==> src/rtl/ddr_sim_pkg.sv <==
// ddr_sim_pkg: shared constants and configuration checks for the DDR3 Avalon-MM simulation model.
package ddr_sim_pkg;
   localparam int MAX_RD_LATENCY = 8;
   localparam int DEF_DATA_W = 16;
   localparam int DEF_ADDR_W = 8;
   function automatic bit be_width_ok(input int data_w, input int be_w);
      return (data_w % 8 == 0) && (be_w == data_w / 8);
   endfunction
endpackage

==> src/rtl/ddr_rd_pipe.sv <==
// ddr_rd_pipe: fixed-latency read return shift register; reset flushes valid bits only.
module ddr_rd_pipe import ddr_sim_pkg::*; #(
   parameter int DATA_W = DEF_DATA_W,
   parameter int RD_LATENCY = 2
) (
   input  logic              clk,
   input  logic              rst,
   input  logic              in_valid,
   input  logic [DATA_W-1:0] in_data,
   output logic              out_valid,
   output logic [DATA_W-1:0] out_data
);
   logic [RD_LATENCY-1:0] vld;
   logic [DATA_W-1:0] dat [RD_LATENCY];
   always_ff @(posedge clk) begin
      if (rst) vld <= '0;
      else begin
         vld[0] <= in_valid;
         for (int i = 1; i < RD_LATENCY; i++) vld[i] <= vld[i-1];
      end
   end
   always_ff @(posedge clk) begin
      dat[0] <= in_data;
      for (int i = 1; i < RD_LATENCY; i++) dat[i] <= dat[i-1];
   end
   assign out_valid = vld[RD_LATENCY-1];
   assign out_data = dat[RD_LATENCY-1];
endmodule

==> config.mk <==
export PLATFORM = sky130hd
export DESIGN_NAME = ddr_rd_pipe
export DESIGN_NICKNAME = d
export VERILOG_FILES = /design/src/rtl/ddr_sim_pkg.sv /design/src/rtl/ddr_rd_pipe.sv
export SDC_FILE = /design/constraint.sdc
export NUM_CORES = 1
export LEC_CHECK = 0
export ABC_CLOCK_PERIOD_IN_PS = 800
export BUFFER_PORTS_ARGS = -buffer_cell sky130_fd_sc_hd__buf_2
export CORE_UTILIZATION = 46
export CTS_BUF_LIST = sky130_fd_sc_hd__clkbuf_4 sky130_fd_sc_hd__clkbuf_8
export DETAILED_ROUTE_END_ITERATION = 7
export PLACE_DENSITY = 0.87
export SLEW_MARGIN = 20
export SYNTH_ARGS = -nofsm -noshare
export SYNTH_HDL_FRONTEND = slang
export SYNTH_SLANG_ARGS = --single-unit
==> constraint.sdc <==
create_clock -name clk -period 0.8 [get_ports clk]
set_clock_uncertainty 0.1 [all_clocks]
set_input_delay 0.16 -clock clk [delete_from_list [all_inputs] [get_ports clk]]
set_output_delay 0.16 -clock clk [all_outputs]
set_load 0.005 [all_outputs]
Word-level counts from Yosys, hierarchy flattened:

Memories as Yosys holds them, arrays and structs flattened.
Index checks and enable logic that the tools add are counted.

* register bits after elaboration: 2
* RAM bits: 32
* input port bits: 19
* logic and storage cells: 2
* memories: 1

Memories
* dat: depth 2, width 16, rd ports 2, clocked after memory_dff 0, write ports 2, line ddr_rd_pipe.sv:14 `logic [DATA_W-1:0] dat [RD_LATENCY];`

Logic depth before layout (Yosys ltp):

* word-level depth: 0
* mapped depth: 1
* mapped depth without buffers: 1

Worst setup path before layout:

No wires, ideal clock.

* path kind: reg2out
* start point: memory dat[0][16] (netlist bit)
* end point: output out_data[0]
* arrival time: 0.393 ns
* data required time: 0.540 ns
* path slack: 0.147 ns
* stages on the path, launching flop included: 2
* path through: dfxtp_1 buf_4

RTL lines
* start: declaration: line ddr_rd_pipe.sv:14
* end: declaration: line ddr_rd_pipe.sv:11 `output logic [DATA_W-1:0] out_data`

==> results by stage <==
Cells and area:
- The most common cell after layout, fill and taps aside is buf_2.
- The filler cells instantiated in the layout total ~110.
- The antenna cell count is 0.
- At the end of the flow the core is filled with cells to roughly 73%.
- Relative to the synthesized area, the layout overhead comes to 42.0%.
- In the final design database the tool counted 115 nets.
- In the layout the commonest cells are 34 x buf_2, 33 x dfxtp_1, 18 x dlygate4sd3_1, 5 x clkbuf_4, 3 x clkbuf_8.
- In the final layout, the share of cells above drive strength 1 is approximately 45%.

Global route:
- The global-route wire length before repair is 1660 um.
- The number of global-route vias before repair is ~420.
- The overall routing resource usage is around an eighth.
- Global routing finished with a remaining overflow of 0.
- The largest net degree at the start of global routing is 11.
- The initial antenna violation count is 0.

Yosys:
- By area the synthesized netlist is led by dfxtp_1 84%, buf_4 15%, nor2b_1 1.5%.
- Synthesis produced 52 cells.
- The cell type with the largest total area after synthesis is dfxtp_1.
- The sequential-to-total area share from yosys stat is between 80% and 90%.
- Each instance of the synthesized netlist takes up on average around 16 sq um.
- After synthesis the netlist holds a flip-flop and latch count of 34.
- The area share of the largest cell type after synthesis is a little over four fifths.
- Yosys printed 0 warnings.
- The net count of the mapped netlist is 71.
- In this run the cell area of the synthesized design comes to between 800 and 900 sq um.
- The number of distinct standard cells referenced by the synthesized netlist is 3.

Route:
- The routed wire length per instance is 10.2 um.
- In the routed layout, each cell is associated on average with a via count of 3.88.
- The violation count after the first detailed-routing iteration is 3.
- In this run the remaining antenna-violating nets after routing total 0.
- The final layout contains routed wiring with a total length of around 1200 um.
- The number of search-and-repair iterations in the first detailed-routing pass is 5.
- The number of remaining DRC errors is 1.
- The routed via count is 438.

Timing:
- The final hold violation count is 0.
- The headroom to the max-slew limit is 92.1%.
- Derived from the worst setup path, the maximum achievable clock frequency is slightly above 1000 MHz.
- Setup repair after global routing could not meet its margin everywhere.
- The number of failing setup endpoints in the final timing report is 18.
- The measured slew at the worst slew-check pin is about 120 ps.
- The number of pins with negative max-slew slack in the final report is 0.
- Counting I/O delays and the setup requirement, the final critical path takes roughly 1000 ps.
- The final worst setup slack is -192 ps.
- The final critical-path share of the clock period is 124%.

Clock tree:
- Clock latency on the worst-skew pair, taken at its later pin, is around 300 ps.
- The TritonCTS clock tree is built.
- CTS saw 34 sinks.
- The CTS buffer count is 5.
- The buffer count from post-CTS setup fixing is 0.
- The buffer type at the clock tree root is clkbuf_4.
- The clock tree synthesis step divided the H-tree into 2 levels.
- The clock passes through at most 2 buffers.
- The clock input transition at the sequential cells of the worst setup and hold paths is 100 ps.

Worst setup path:
- The worst endpoint data arrival time is roughly 730 ps.
- The type of the setup path with the least slack is reg2out.
- The largest driver fanout on the critical path is 1.
- The critical-path cell with the highest stage delay is dfxtp_1.
- Grouping stages by cell kind, the critical path spends the most delay in flip-flops.
- The endpoint required time on the critical path is roughly 540 ps.
- The worst setup path is captured at an output port.
- The type of origin of the critical path is a flop.
- On the worst path, the slowest cell contributes a delay of between 300 and 400 ps.
- Counting both buffers and inverters, the worst setup path holds a total of 1.
- Walking the worst path, the cells encountered are buf_2.

Run:
- Across the run, the number of max-cap violations was 0.

Place:
- At the end of routability-driven placement, the weighted congestion stood at ~0.55.
- The quantity of I/O buffers inserted on ports is 35.
- Before CTS, the worst setup slack after placement is ~140 ps.

Min path:
- The class of the tightest hold or removal check is reg2reg.

Floorplan:
- The floorplan has 14 rows.
- The number of I/O pins is 36.
- The area of the core region is around 1600 sq um.
- The die covers approximately 1900 sq um.
- The die outline width is about 44 um.
- The initial utilization of the core area, before any placement, comes to between 50 and 60%.
- The die height is roughly 44 um.

Outcome:
- The flow ran to the end, but the final reports show violations.
- The checks that failed: DRC, setup timing.

Power and ir drop:
- The ratio of total power to cell area is roughly 2600 nW/um^2.
- In this run switching power makes up 17.7% of total power.
- Internal power comes to around 2.5 mW.
- The cell leakage power is 0.552 nW.
- The fraction of power consumed by combinational cells is under 10%.
- The peak supply drop is about 1.5 mV.
- The share of total power dissipated in the clock network is a little over a third.
- The total net switching power is between 0.5 and 0.6 mW.
- The part of the total power dissipated in sequential elements is between 50% and 60%.
[cell families (layout without fill, tap and decap cells)]
logic type / after synthesis / after routing / share of synthesized area (%)
buf+inv: 16 / 61 / 14.8
flops: 34 / 34 / 83.7
simple gates: 2 / 2 / 1.54
[power groups by stage]
stage	combinational [mW]	sequential [mW]	clock [mW]
after global routing	0.179	1.81	1.17
after detailed placement	0.0941	1.84	0
after floorplan	0.0672	1.84	0
after CTS	0.157	1.80	1.10
final	0.167	1.80	1.07
after global placement	0.0907	1.84	0
[path summary, 6_finish.rpt]
kind / slack (ps) / from / to / depth (start not counted)
worst max-delay path: -190 / dat[0][20] / out_data[4] / 1
worst min-delay path: 230 / dat[0][11] / dat[0][27] / 0
worst max register to register: 170 / vld[0] / vld[1] / 1
worst min register to register: 230 / dat[0][11] / dat[0][27] / 0
[metrics by stage]
stage	cell area, sq um	hold slack [ps]	TNS [ps]	power [mW]	std cells
2_1_floorplan	813	87.7	0	1.90	52
5_1_grt	1150	235	-3770	3.16	113
6_report	1150	231	-3060	3.04	113
4_1_cts	1140	-33.4	-3310	3.06	112
3_5_place_dp	888	164	0	1.93	87
3_3_place_gp	888	163	0	1.93	87
[repair_timing]
| item | CTS | global route |
|---|---|---|
| hold buffers | 17 | 1 |
| endpoints found under the hold margin | 18 | 1 |
| gates resized for setup | 0 | 2 |
| endpoints found under the setup margin | 17 | 17 |
[area by class of cell]
cell class              instances  area (sq um)  share of cell area [%]
multi-input cells               2          12.5                    1.08
flip-flops and latches         34           682                    59.0
well taps                      16          20.0                    1.73
repair buffers                 53           362                    31.3
clock buffers                   8          78.8                    6.83
[per-layer routing]
layer	global-route usage (%)	wire, um	up-vias
li1	-	-	231
met1	9.43	396	188
met2	26.8	695	19
met3	6.12	59	0
met4	5.45	0	0
met5	0	0	-
[flip-flops by register name, summed over array words and instances, names as in the netlist]
name,flops
dat,32
vld,2
[cells in the mapped netlist]
cell,instances
nor2b_1,2
buf_4,16
dfxtp_1,34
(Power assumes the default switching activity.)
